$ cat src/rtl/multicycle_control_unit.sv
// Multi-cycle RV32I control FSM: FETCH -> DECODE -> EXECUTE -> [MEMORY] -> [WRITEBACK].
// Drives ALU op/operand selects, register-file/memory strobes and PC update.
// Instruction and data memory handshakes are bounded by MEM_TIMEOUT wait cycles.
// Optional feature macro: CTRL_ILLEGAL_TRAP_EN. When defined, a non-RV32I opcode in DECODE
// sets Fault and halts. When undefined, that opcode executes as a NOP (PC+4).
module multicycle_control_unit #(
  parameter int MEM_TIMEOUT = 16
) (
  input  logic        clk,
  input  logic        rst,
  input  logic [31:0] Inst,
  input  logic        IMReady,
  input  logic        DMReady,
  input  logic        BrTaken,
  output logic        IMReq,
  output logic        IRWrite,
  output logic        PCWrite,
  output logic        PCSrc,
  output logic [1:0]  ALUASrc,
  output logic        ALUBSrc,
  output logic [3:0]  ALUOp,
  output logic [2:0]  ImmSrc,
  output logic        RUWr,
  output logic [1:0]  RUDataWrSrc,
  output logic        DMRd,
  output logic        DMWr,
  output logic        Fault,
  output logic [2:0]  State
);

  localparam int CW = $clog2(MEM_TIMEOUT + 1);
  localparam logic [CW-1:0] WAIT_LAST = CW'(MEM_TIMEOUT - 1);

  localparam logic [6:0] OP_R      = 7'b0110011;
  localparam logic [6:0] OP_IMM    = 7'b0010011;
  localparam logic [6:0] OP_LOAD   = 7'b0000011;
  localparam logic [6:0] OP_STORE  = 7'b0100011;
  localparam logic [6:0] OP_LUI    = 7'b0110111;
  localparam logic [6:0] OP_AUIPC  = 7'b0010111;
  localparam logic [6:0] OP_BRANCH = 7'b1100011;
  localparam logic [6:0] OP_JAL    = 7'b1101111;
  localparam logic [6:0] OP_JALR   = 7'b1100111;
  localparam logic [6:0] OP_FENCE  = 7'b0001111;
  localparam logic [6:0] OP_SYSTEM = 7'b1110011;

  typedef enum logic [2:0] {
    S_FETCH     = 3'd0,
    S_DECODE    = 3'd1,
    S_EXECUTE   = 3'd2,
    S_MEMORY    = 3'd3,
    S_WRITEBACK = 3'd4,
    S_HALT      = 3'd7
  } state_t;

  state_t        state, state_nx;
  logic [6:0]    opcode;
  logic [2:0]    funct3;
  logic          f7b5;
  logic [CW-1:0] wait_cnt, wait_nx;
  logic          fault_set;
  logic          is_load;

  logic [3:0]    alu_op_dec;
  logic [1:0]    asrc_dec;
  logic          bsrc_dec;
  logic [2:0]    imm_dec;
  logic          legal;

  // Only opcode, funct3 and funct7[5] steer control; the rest of the word is datapath-only.
  logic unused_inst;
  assign unused_inst = ^{Inst[31], Inst[29:15], Inst[11:7]};

  assign is_load = (opcode == OP_LOAD);

  // State, decode latches, wait counter and sticky fault.
  always_ff @(posedge clk or posedge rst) begin
    if (rst) begin
      state    <= S_FETCH;
      opcode   <= '0;
      funct3   <= '0;
      f7b5     <= 1'b0;
      wait_cnt <= '0;
      Fault    <= 1'b0;
    end else begin
      state    <= state_nx;
      wait_cnt <= wait_nx;
      if (fault_set) Fault <= 1'b1;
      if (state == S_FETCH && IMReady) begin
        opcode <= Inst[6:0];
        funct3 <= Inst[14:12];
        f7b5   <= Inst[30];
      end
    end
  end

  // Per-class ALU control and immediate format from the latched instruction fields.
  always_comb begin
    alu_op_dec = 4'b0000;
    asrc_dec   = 2'b00;
    bsrc_dec   = 1'b1;
    imm_dec    = 3'b000;
    legal      = 1'b1;
    case (opcode)
      OP_R:      begin alu_op_dec = {f7b5, funct3}; bsrc_dec = 1'b0; end
      OP_IMM:    alu_op_dec = {(funct3 == 3'b101) ? f7b5 : 1'b0, funct3};
      OP_LOAD:   ;
      OP_STORE:  imm_dec = 3'b001;
      OP_LUI:    begin asrc_dec = 2'b10; imm_dec = 3'b101; end
      OP_AUIPC:  begin asrc_dec = 2'b01; imm_dec = 3'b101; end
      OP_BRANCH: begin asrc_dec = 2'b01; imm_dec = 3'b010; end
      OP_JAL:    begin asrc_dec = 2'b01; imm_dec = 3'b110; end
      OP_JALR:   ;
      OP_FENCE, OP_SYSTEM: bsrc_dec = 1'b0;
      default:   begin bsrc_dec = 1'b0; legal = 1'b0; end
    endcase
  end

  // Next-state, wait counter and output strobes. ALU controls stay asserted past EXECUTE
  // so the memory address and writeback result remain stable while waiting.
  always_comb begin
    state_nx    = state;
    wait_nx     = wait_cnt;
    fault_set   = 1'b0;
    IMReq       = 1'b0;
    IRWrite     = 1'b0;
    PCWrite     = 1'b0;
    PCSrc       = 1'b0;
    ALUASrc     = 2'b00;
    ALUBSrc     = 1'b0;
    ALUOp       = 4'b0000;
    ImmSrc      = 3'b000;
    RUWr        = 1'b0;
    RUDataWrSrc = 2'b00;
    DMRd        = 1'b0;
    DMWr        = 1'b0;
    State       = state;
    case (state)
      S_FETCH: begin
        IMReq = 1'b1;
        if (IMReady) begin
          IRWrite  = 1'b1;
          state_nx = S_DECODE;
          wait_nx  = '0;
        end else if (wait_cnt == WAIT_LAST) begin
          fault_set = 1'b1;
          state_nx  = S_HALT;
          wait_nx   = '0;
        end else begin
          wait_nx = wait_cnt + CW'(1);
        end
      end
      S_DECODE: begin
        ImmSrc = imm_dec;
`ifdef CTRL_ILLEGAL_TRAP_EN
        if (!legal) begin
          fault_set = 1'b1;
          state_nx  = S_HALT;
        end else begin
          state_nx = S_EXECUTE;
        end
`else
        state_nx = S_EXECUTE;
`endif
      end
      S_EXECUTE: begin
        ImmSrc  = imm_dec;
        ALUOp   = alu_op_dec;
        ALUASrc = asrc_dec;
        ALUBSrc = bsrc_dec;
        case (opcode)
          OP_LOAD, OP_STORE: state_nx = S_MEMORY;
          OP_R, OP_IMM, OP_LUI, OP_AUIPC: state_nx = S_WRITEBACK;
          OP_BRANCH: begin
            PCWrite  = 1'b1;
            PCSrc    = BrTaken;
            state_nx = S_FETCH;
          end
          OP_JAL, OP_JALR: begin
            RUWr        = 1'b1;
            RUDataWrSrc = 2'b10;
            PCWrite     = 1'b1;
            PCSrc       = 1'b1;
            state_nx    = S_FETCH;
          end
          default: begin
            PCWrite  = 1'b1;
            state_nx = S_FETCH;
          end
        endcase
      end
      S_MEMORY: begin
        ImmSrc  = imm_dec;
        ALUOp   = alu_op_dec;
        ALUASrc = asrc_dec;
        ALUBSrc = bsrc_dec;
        DMRd    = is_load;
        DMWr    = !is_load;
        if (DMReady) begin
          wait_nx = '0;
          if (is_load) begin
            state_nx = S_WRITEBACK;
          end else begin
            PCWrite  = 1'b1;
            state_nx = S_FETCH;
          end
        end else if (wait_cnt == WAIT_LAST) begin
          fault_set = 1'b1;
          state_nx  = S_HALT;
          wait_nx   = '0;
        end else begin
          wait_nx = wait_cnt + CW'(1);
        end
      end
      S_WRITEBACK: begin
        ImmSrc      = imm_dec;
        ALUOp       = alu_op_dec;
        ALUASrc     = asrc_dec;
        ALUBSrc     = bsrc_dec;
        RUWr        = 1'b1;
        RUDataWrSrc = is_load ? 2'b01 : 2'b00;
        PCWrite     = 1'b1;
        state_nx    = S_FETCH;
      end
      S_HALT: ;
      default: state_nx = S_FETCH;
    endcase
  end

endmodule

$ cat config.mk
export PLATFORM = sky130hd
export DESIGN_NAME = multicycle_control_unit
export DESIGN_NICKNAME = d
export VERILOG_FILES = /design/src/rtl/multicycle_control_unit.sv
export SDC_FILE = /design/constraint.sdc
export NUM_CORES = 1
export LEC_CHECK = 0
export CAP_MARGIN = 20
export CORE_MARGIN = 2
export CORE_UTILIZATION = 39
export CTS_CLUSTER_SIZE = 20
export DETAILED_ROUTE_END_ITERATION = 8
export PLACE_DENSITY_LB_ADDON = 0.05
export SETUP_SLACK_MARGIN = 0.2
export SLEW_MARGIN = 15
export SYNTH_ARGS = -nofsm -noshare
export SYNTH_HDL_FRONTEND = slang
export SYNTH_SLANG_ARGS = --single-unit
export TNS_END_PERCENT = 10
$ cat constraint.sdc
create_clock -name clk -period 3.8 [get_ports clk]
set_clock_uncertainty 0.05 [all_clocks]
set_input_delay 0.76 -clock clk [delete_from_list [all_inputs] [get_ports clk]]
set_output_delay 0.76 -clock clk [all_outputs]
set_load 0.02 [all_outputs]
* Word level (Yosys, flattened, before mapping)
Index checks and enable logic that the tools add are counted.
** Word-level totals
- Register bits :: 20
- Input port bits :: 37
- Output and inout bits :: 23
- Logic and storage cells :: 75
** Cells by class
- Add/subtract/negate cells :: 1
- Equal/unequal tests :: 16
- Multiplexer cells :: 39
- Reduce and logical (&&, ||, !) cells :: 13
** Operator list (number)
- 7-bit by 6-bit equality test with 1-bit output, second input constant :: 3
- 7-bit equality test, second input constant :: 3
- 1-bit two-way mux :: 17
- 3-bit two-way mux :: 5
- 5-bit two-way mux :: 3
- 3-bit one-hot mux with 5 select lines :: 1
- 7-bit by 5-bit equality test with 1-bit output, second input constant :: 2
- 3-bit one-hot mux with 4 select lines :: 1
- 5-bit one-hot mux with 2 select lines :: 1
- 3-bit equality test, second input constant :: 3
- 2-bit one-hot mux with 2 select lines :: 2
- 4-bit one-hot mux with 2 select lines :: 1
- 4-bit OR reduction :: 2
- 8-bit OR reduction :: 1
- 7-bit by 2-bit equality test with 1-bit output, second input constant :: 1
- 3-bit by 2-bit equality test with 1-bit output, second input constant :: 2
- 1-bit one-hot mux with 2 select lines :: 3
- 3-bit one-hot mux with 2 select lines :: 1
- 2-bit OR reduction :: 3
- 3-bit OR reduction :: 2
- 6-bit OR reduction :: 1
- 5-bit by 1-bit adder with 5-bit output, second input constant :: 1
- 5-bit by 4-bit equality test with 1-bit output, second input constant :: 1
- 2-bit two-way mux :: 2
- other kinds (7) :: 7

* Longest topological paths before layout
Gate-level depths: netlist of the first run.
- Depth after elaboration :: 4
- Depth in mapped cells :: 6
- Gate-level depth less buffers :: 5

* Worst setup path before layout of the first run
No wires, ideal clock.
- Path kind :: reg-to-output
- Start :: register opcode[4]
- End :: output port PCSrc
- Arrival time :: 1.642 ns
- Data required time :: 2.990 ns
- Path slack :: 1.348 ns
- Cell stages (with the launch flop) :: 5
- Buffers on the path :: 1
- Path through :: dfrtp_1 clkbuf_1 nor3b_1 nand3_1 nor4_1
** Between the ends
- Word-level cells in the longest chain between the ends :: 4
- Elaborated cells between the ends (all ways) :: 6
- Classes of those cells :: eq/ne: 3; mux: 2; reduce/logical: 1
** RTL lines
- from (decl) :: RTL line 56 : logic [6:0] opcode;
- from (signal assigned) :: RTL line 89 : opcode <= Inst[6:0];
- 7-bit equality test :: RTL line 170 : case (opcode)
- 2-bit OR reduction :: RTL line 170
- 1-bit one-hot mux with 2 select lines * :: RTL line 170
- 1-bit two-way mux * :: RTL line 137 : case (state)
- to (decl) :: RTL line 18 : output logic PCSrc,
Every way passes the cells marked *; elsewhere a longest branch is shown, timed or not.

* Worst setup path in the final report of the first run
- Start :: register state[2] (netlist: State[2])
- End :: output port ALUOp[3]
** Between the ends
- Word-level cells in the longest chain between the ends :: 3
- Elaborated cells between the ends (all ways) :: 5
- Classes of those cells :: eq/ne: 3; mux: 1; reduce/logical: 1
** RTL lines
- from (decl) :: RTL line 55 : state_t state, state_nx;
- from (signal assigned) :: RTL line 85 : state <= state_nx;
- 3-bit by 2-bit equality test with 1-bit output / 3-bit equality test (equally long branches) :: RTL line 137
- 3-bit OR reduction (no line) *
- 4-bit two-way mux * :: RTL line 137
- to (decl) :: RTL line 21 : output logic [3:0] ALUOp,
Marked as above.

==> results of run 1 <==
[sequential cells by signal, indices dropped and copies added, names as in the netlist]
register / count
f7b5: 1
opcode: 7
wait_cnt: 5
funct3: 3
State: 3
Fault: 1
[worst max-delay path: stages (launching register included)]
cell and delay, ps:
dfrtp_1 580, and2b_1 330, a21oi_2 80, nor3_1 280
and3_1 200, clkdlybuf4s50_1 600
[metrics by stage]
step	total power [uW]	setup WS, ps	std cells	hold slack [ps]
after CTS	1150	572	223	434
final	1140	610	223	428
after detailed placement	1020	674	219	401
after global placement	1000	696	219	396
after floorplan	870	1350	144	399
after global routing	1240	369	223	454
[cell usage after synthesis (3+ instances only)]
master and n:
a21oi_1 6, a22o_1 4, and2_1 3, and3_1 3
buf_2 4, buf_6 3, dfrtp_1 20, inv_1 6
mux2_1 6, nand2_1 12, nand2b_1 4, nand3_1 3
nor2_1 5, nor3_1 6, nor3b_1 3, nor4_1 5
o21ai_1 5
[power by group]
group	internal, uW	switching [uW]
Sequential	292	154
Combinational	279	291
Clock	58.4	63.2
[worst max-delay path by stage]
stage | from | to | slack, ps | cells past startpoint
detailed placement | DMReady | PCWrite | 670 | 4
global route | State[2]$_DFFE_PP0P_ | ALUOp[3] | 370 | 5
CTS | State[2]$_DFFE_PP0P_ | ALUOp[3] | 570 | 5
floorplan | opcode[4]$_DFFE_PP0P_ | PCSrc | 1350 | 4
global placement | DMReady | PCWrite | 700 | 4
finish | State[2]$_DFFE_PP0P_ | ALUOp[3] | 610 | 5
[cell families (layout without fill, tap and decap cells)]
kind of cell    count (synthesis)  count (layout)  synth area share, %
xor+xnor                        2               2                 1.30
fa+ha+maj                       1               1                0.925
simple gates                   61              61                 28.3
flops                          20              20                 37.0
mux                             8               8                 7.22
buf+inv                        17              50                 7.03
compound gates                 35              35                 18.2
[final cells by class]
type / instances / area (sq um)
timing repair buffer: 39 / 388
multi-input combinational: 107 / 757
clock buffer: 4 / 36.3
inverter: 7 / 26.3
tap: 46 / 57.6
fill: 330 / 1570
sequential: 20 / 500
[routing by layer]
| metal | up-vias | track usage (%) | part of all wire (%) |
|---|---|---|---|
| met5 | - | 0 | 0 |
| met4 | 0 | 4.72 | 0.63 |
| met3 | 2 | 4.32 | 3.6 |
| met2 | 33 | 29.1 | 51 |
| met1 | 586 | 21.6 | 45 |
| li1 | 594 | - | - |
==> metrics.txt, run 1 <==
# TYPE chip_impl_metric gauge
chip_impl_info{name="outcome",value="complete, no violations"} 1
chip_impl_metric{name="grt_overflow_total",unit=""} 0
chip_impl_metric{name="placed_area",unit="sq mm"} 0.00173
chip_impl_metric{name="pin_count_of_the_biggest_net_entering_global_routing",unit=""} 21
chip_impl_metric{name="syn-cell-area",unit="sq mm"} 0.00135
chip_impl_info{name="regToRegStartpoint",value="State[0]$_DFFE_PP0P_"} 1
chip_impl_metric{name="report.final.slew_viol_count",unit=""} 0
chip_impl_metric{name="worst_ep_arrival_time",unit="ps"} 2380
chip_impl_metric{name="post_synth_num_cell_types",unit=""} 54
chip_impl_metric{name="vias",unit=""} 1215
chip_impl_metric{name="drt.antenna.violating_nets",unit=""} 0
chip_impl_metric{name="synth.yosys.warnings",unit=""} 0
chip_impl_metric{name="clock_tree.htree_level_count",unit=""} 1
chip_impl_info{name="most-common-layout-cells",value="clkdlybuf4s50_1, dfrtp_1, nand2_1"} 1
chip_impl_metric{name="report.final.hold_viol_count",unit=""} 0
chip_impl_metric{name="synth_fp_nets",unit=""} 182
chip_impl_metric{name="cts_inserted_buffers",unit=""} 3
chip_impl_metric{name="worstPathRequired",unit="ps"} 2990
chip_impl_metric{name="number_of_synthesized_flops_with_an_enable_pin",unit=""} 0
chip_impl_info{name="timing.critical_path.from_type",value="flip-flop"} 1
chip_impl_metric{name="setup_total_negative_slack",unit="ps"} 0
chip_impl_metric{name="grt_pass1_wl",unit="mm"} 5.44
chip_impl_info{name="cts_tree",value="built"} 1
chip_impl_metric{name="io_buffer_count",unit=""} 38
chip_impl_metric{name="drt_drc_violations_left",unit=""} 0
chip_impl_metric{name="reg2reg_slack",unit="ps"} 1940
chip_impl_info{name="worstHoldPathType",value="flip-flop to flip-flop"} 1
chip_impl_metric{name="diodes",unit=""} 0
chip_impl_metric{name="setup-violations-final",unit=""} 0
chip_impl_metric{name="fin_crit_sh",unit="%"} 84.0
chip_impl_info{name="netlist.top_cell.by_area",value="dfrtp_1"} 1
chip_impl_metric{name="grt_pass1_vias",unit=""} 1203
chip_impl_metric{name="worstMarginPinSlew",unit="ps"} 750
chip_impl_metric{name="drive_above_1_share",unit="%"} 8.47
chip_impl_metric{name="floorplan.die.width",unit="microns"} 62.9
chip_impl_metric{name="min_delay_path_depth",unit=""} 1
chip_impl_metric{name="viasPerCell",unit=""} 5.45
chip_impl_metric{name="clk_pin_slew",unit="ps"} 120
chip_impl_info{name="regToRegEndpoint",value="opcode[0]$_DFFE_PP0P_"} 1
chip_impl_metric{name="synth_seq_area_share",unit="%"} 37.0
chip_impl_info{name="worst_hold_startpoint",value="Fault$_DFFE_PP0P_"} 1
chip_impl_metric{name="design.final.nets",unit=""} 216
chip_impl_metric{name="dr.first_iter.drc_count",unit=""} 108
chip_impl_metric{name="antenna_found_initial",unit=""} 0
chip_impl_metric{name="drt_pre_antenna_iters",unit=""} 4
chip_impl_info{name="grt_setup_unrepaired",value="false"} 1
chip_impl_metric{name="clkLatencyLatePin",unit="ps"} 300
chip_impl_metric{name="synth.ff_latch_count",unit=""} 20
chip_impl_metric{name="final_design_area_no_fill",unit="sq mm"} 0.00177
chip_impl_metric{name="slew_headroom",unit="%"} 49.9
chip_impl_info{name="mostFrequentLayoutCell",value="clkdlybuf4s50_1"} 1
chip_impl_metric{name="cap_viol_max_count",unit=""} 0
chip_impl_metric{name="synth_area_per_cell",unit="sq um"} 9.39
chip_impl_metric{name="design.core.area",unit="sq mm"} 0.00334
chip_impl_info{name="critical_path.endpoint_type",value="output pin"} 1
chip_impl_metric{name="track_usage",unit="%"} 17.2
chip_impl_metric{name="synth-async-reset-ratio",unit="%"} 100
chip_impl_metric{name="wl_per_cell",unit="microns"} 14.2
chip_impl_metric{name="worst_r2r_path_depth",unit=""} 4
chip_impl_metric{name="critPathMaxFanout",unit=""} 16
chip_impl_metric{name="io_pins",unit=""} 60
chip_impl_metric{name="post_cts_hold_buffer_count",unit=""} 0
chip_impl_metric{name="row_count",unit=""} 21
chip_impl_metric{name="chip_height",unit="microns"} 62.9
chip_impl_info{name="hold-path-endpoint",value="Fault$_DFFE_PP0P_"} 1
chip_impl_metric{name="cellLeakagePower",unit="uW"} 0.000731
chip_impl_metric{name="power_density",unit="mW/mm^2"} 645
chip_impl_metric{name="achievable-frequency",unit="GHz"} 0.313
chip_impl_metric{name="synthToLayoutAreaGrowth",unit="%"} 30.5
chip_impl_metric{name="gp_congestion",unit=""} 0.762
chip_impl_metric{name="yosys.area.top_type_share",unit="%"} 37.0
chip_impl_metric{name="maximum_clock_insertion_buffer_count",unit=""} 2
chip_impl_metric{name="cts.repair_timing.setup_buffer_count",unit=""} 0
chip_impl_metric{name="cts_resized",unit=""} 0
chip_impl_metric{name="numClockSinks",unit=""} 20
chip_impl_info{name="synth_flop_cell",value="dfrtp_1"} 1
chip_impl_metric{name="netlist_instances",unit=""} 144
chip_impl_info{name="setup.worst_path.class",value="flip-flop to output pin"} 1
chip_impl_metric{name="timing.final.crit_period",unit="ps"} 3190
chip_impl_metric{name="start_util",unit="%"} 40.5
chip_impl_info{name="cts_root_buffer",value="clkbuf_4"} 1
chip_impl_metric{name="final_util",unit="%"} 52.9
chip_impl_metric{name="floorplan.die_area",unit="sq mm"} 0.00396
chip_impl_metric{name="ir_drop",unit="V"} 0.000322
chip_impl_metric{name="detailed_route_wire_length",unit="mm"} 3.16
chip_impl_metric{name="dp_hpwl",unit="mm"} 2.40
chip_impl_info{name="yosys-top-cells-area",value="dfrtp_1, mux2_1, nand2_1"} 1
Note: power is estimated with default switching activity, not from simulation.
==> run 2: changes to the inputs <==
==> constraint.sdc (replaced) <==
create_clock -name clk -period 2.98 [get_ports clk]
set_clock_uncertainty 0.05 [all_clocks]
set_input_delay 0.596 -clock clk [delete_from_list [all_inputs] [get_ports clk]]
set_output_delay 0.596 -clock clk [all_outputs]
set_load 0.02 [all_outputs]
==> run 2 against run 1 <==
Clock power is 28% higher. Global-route usage is 0.82 points lower. Combinational power is 36% higher. Critical path depth is 1 lower. Clock-buffer cell count stayed put. Core utilization is 1.8 points higher. Non-clock buffer count is 2 higher. First-iteration DRC count is 51% lower. Hold slack worse by 0.73 ps. Critical path type unchanged. Largest cell class unchanged.
==> metrics.txt, run 2 (same netlist as run 1, synthesis figures left out) <==
# TYPE chip_impl_metric gauge
chip_impl_metric{name="report.final.hold_viol_count",unit=""} 0
chip_impl_metric{name="power.share.clock",unit="%"} 10.3
chip_impl_metric{name="final_design_area_no_fill",unit="sq mm"} 0.00182
chip_impl_metric{name="chip_height",unit="microns"} 62.9
chip_impl_info{name="critical_path.endpoint_type",value="output pin"} 1
chip_impl_metric{name="clk_pin_slew",unit="ps"} 120
chip_impl_metric{name="ir_drop",unit="V"} 0.000483
chip_impl_metric{name="whs",unit="ps"} 428
chip_impl_metric{name="intPower",unit="uW"} 835
chip_impl_metric{name="drt_pre_antenna_iters",unit=""} 4
chip_impl_metric{name="largest_reg_flops",unit=""} 7
chip_impl_metric{name="report.final.slew_viol_count",unit=""} 0
chip_impl_info{name="mostFrequentLayoutCell",value="clkdlybuf4s50_1"} 1
chip_impl_metric{name="drt_drc_violations_left",unit=""} 0
chip_impl_metric{name="grt_pass1_wl",unit="mm"} 5.22
chip_impl_metric{name="row_count",unit=""} 21
chip_impl_metric{name="diodes",unit=""} 0
chip_impl_info{name="cts_root_buffer",value="clkbuf_4"} 1
chip_impl_metric{name="placed_area",unit="sq mm"} 0.00174
chip_impl_metric{name="drt.antenna.violating_nets",unit=""} 0
chip_impl_metric{name="pin_count_of_the_biggest_net_entering_global_routing",unit=""} 21
chip_impl_metric{name="dr.first_iter.drc_count",unit=""} 53
chip_impl_metric{name="maximum_clock_insertion_buffer_count",unit=""} 2
chip_impl_metric{name="worst_ep_arrival_time",unit="ps"} 2200
chip_impl_info{name="setup.worst_path.class",value="flip-flop to output pin"} 1
chip_impl_metric{name="grt_overflow_total",unit=""} 0
chip_impl_metric{name="dp_hpwl",unit="mm"} 2.36
chip_impl_metric{name="io_buffer_count",unit=""} 38
chip_impl_metric{name="gp_congestion",unit=""} 0.775
chip_impl_metric{name="synthToLayoutAreaGrowth",unit="%"} 34.9
chip_impl_metric{name="detailed_route_wire_length",unit="mm"} 3.16
chip_impl_metric{name="power_density",unit="mW/mm^2"} 828
chip_impl_metric{name="cellLeakagePower",unit="uW"} 0.000765
chip_impl_metric{name="drive_above_1_share",unit="%"} 14.5
chip_impl_metric{name="worstPathRequired",unit="ps"} 2330
chip_impl_metric{name="cap_viol_max_count",unit=""} 0
chip_impl_metric{name="critPathMaxFanout",unit=""} 10
chip_impl_metric{name="pwr-share-seq",unit="%"} 38.5
chip_impl_info{name="regMostFlops",value="opcode"} 1
chip_impl_metric{name="floorplan.die.width",unit="microns"} 62.9
chip_impl_metric{name="antenna_found_initial",unit=""} 0
chip_impl_metric{name="floorplan.die_area",unit="sq mm"} 0.00396
chip_impl_metric{name="wl_per_cell",unit="microns"} 14.0
chip_impl_metric{name="combPwrFrac",unit="%"} 51.2
chip_impl_metric{name="setup-violations-final",unit=""} 0
chip_impl_metric{name="io_pins",unit=""} 60
chip_impl_metric{name="grt_pass1_vias",unit=""} 1152
chip_impl_metric{name="power_switching",unit="uW"} 677
chip_impl_metric{name="viasPerCell",unit=""} 5.34
chip_impl_metric{name="design.core.area",unit="sq mm"} 0.00334
chip_impl_info{name="reg_top3",value="opcode x7, wait_cnt x5"} 1
chip_impl_info{name="worstHoldPathType",value="flip-flop to flip-flop"} 1
chip_impl_metric{name="numClockSinks",unit=""} 20
chip_impl_metric{name="design.final.nets",unit=""} 218
chip_impl_info{name="grt_setup_unrepaired",value="true"} 1
chip_impl_metric{name="fin_crit_sh",unit="%"} 95.6
chip_impl_info{name="most-common-layout-cells",value="clkdlybuf4s50_1, dfrtp_1, nand2_1"} 1
chip_impl_metric{name="track_usage",unit="%"} 16.4
chip_impl_metric{name="setup_total_negative_slack",unit="ps"} 0
chip_impl_metric{name="fin_cells",unit=""} 225
chip_impl_metric{name="slew_headroom",unit="%"} 48.5
chip_impl_metric{name="swShare",unit="%"} 44.8
chip_impl_metric{name="vias",unit=""} 1202
chip_impl_metric{name="achievable-frequency",unit="GHz"} 0.351
chip_impl_info{name="timing.critical_path.from_type",value="flip-flop"} 1
chip_impl_metric{name="clkLatencyLatePin",unit="ps"} 300
chip_impl_metric{name="timing.final.crit_period",unit="ps"} 2850
chip_impl_metric{name="placed_cells",unit=""} 221
chip_impl_metric{name="start_util",unit="%"} 40.5
chip_impl_metric{name="cts_inserted_buffers",unit=""} 3
chip_impl_info{name="outcome",value="complete, no violations"} 1
chip_impl_metric{name="clock_tree.htree_level_count",unit=""} 1
chip_impl_info{name="cts_tree",value="built"} 1
chip_impl_metric{name="worstMarginPinSlew",unit="ps"} 772
-- run 2: layer usage --
metal  wire, microns  vias up  GRT usage (%)  share of wire (%)
met4              14        0           2.78               0.44
met5               0        -              0                  0
li1                -      600              -                  -
met3             129        2           4.14                4.1
met2            1560       29           28.2                 49
met1            1450      571           20.8                 46
-- run 2: power groups by stage --
stage          Sequential (uW)  Combinational (uW)  Clock [uW]
3_5_place_dp               558                 750           0
2_1_floorplan              470                 640           0
5_1_grt                    605                 852         181
4_1_cts                    557                 755         163
6_report                   582                 774         156
3_3_place_gp               553                 739           0
-- run 2: area by class of cell --
cell class,count,area (sq um)
Fill cell,318,1510
Tap cell,46,57.6
Sequential cell,20,505
Multi-Input combinational cell,107,795
Timing Repair Buffer,41,404
Clock buffer,4,36.3
Inverter,7,26.3
-- run 2: worst max-delay path, stage by stage, from the launching register on --
cell	delay [ps]
dfrtp_1	520
or2_1	330
xnor2_1	200
nor3_1	230
clkdlybuf4s50_1	630
-- run 2: repair_timing --
item,4_1_cts,5_1_grt
setup buffers,0,0
hold buffers,0,0
pin swaps,0,0
gates resized for setup,5,8
endpoints found under the setup margin,16,17
-- run 2: worst paths after layout --
path	from	to	slack [ps]	depth (start not counted)
min	Fault$_DFFE_PP0P_	Fault$_DFFE_PP0P_	430	1
max reg2reg	State[2]$_DFFE_PP0P_	funct3[2]$_DFFE_PP0P_	1140	5
min in group asynchronous	rst	wait_cnt[0]$_DFFE_PP0P_	670	2
max	State[0]$_DFFE_PP0P_	ImmSrc[0]	130	4
max in group asynchronous	rst	opcode[2]$_DFFE_PP0P_	1670	2
min reg2reg	Fault$_DFFE_PP0P_	Fault$_DFFE_PP0P_	430	1
-- run 2: through the flow --
stage / power, uW / setup slack [ps] / util (%)
CTS: 1470 / 87.7 / 53.6
floorplan: 1110 / 692 / -
finish: 1510 / 130 / 54.7
detailed placement: 1310 / 179 / 52.3
global route: 1640 / -6.27 / 54.7
global placement: 1290 / 211 / 52.3
==> run 3: changes to the inputs <==
--- a/config.mk
+++ b/config.mk
@@ -5,6 +5,7 @@
 export SDC_FILE = /design/constraint.sdc
 export NUM_CORES = 1
 export LEC_CHECK = 0
+export ABC_CLOCK_PERIOD_IN_PS = 2980
 export CAP_MARGIN = 20
 export CORE_MARGIN = 2
 export CORE_UTILIZATION = 39
==> results of run 3 <==
Same layout as run 2: the final DEF is identical, and so are final timing and power.
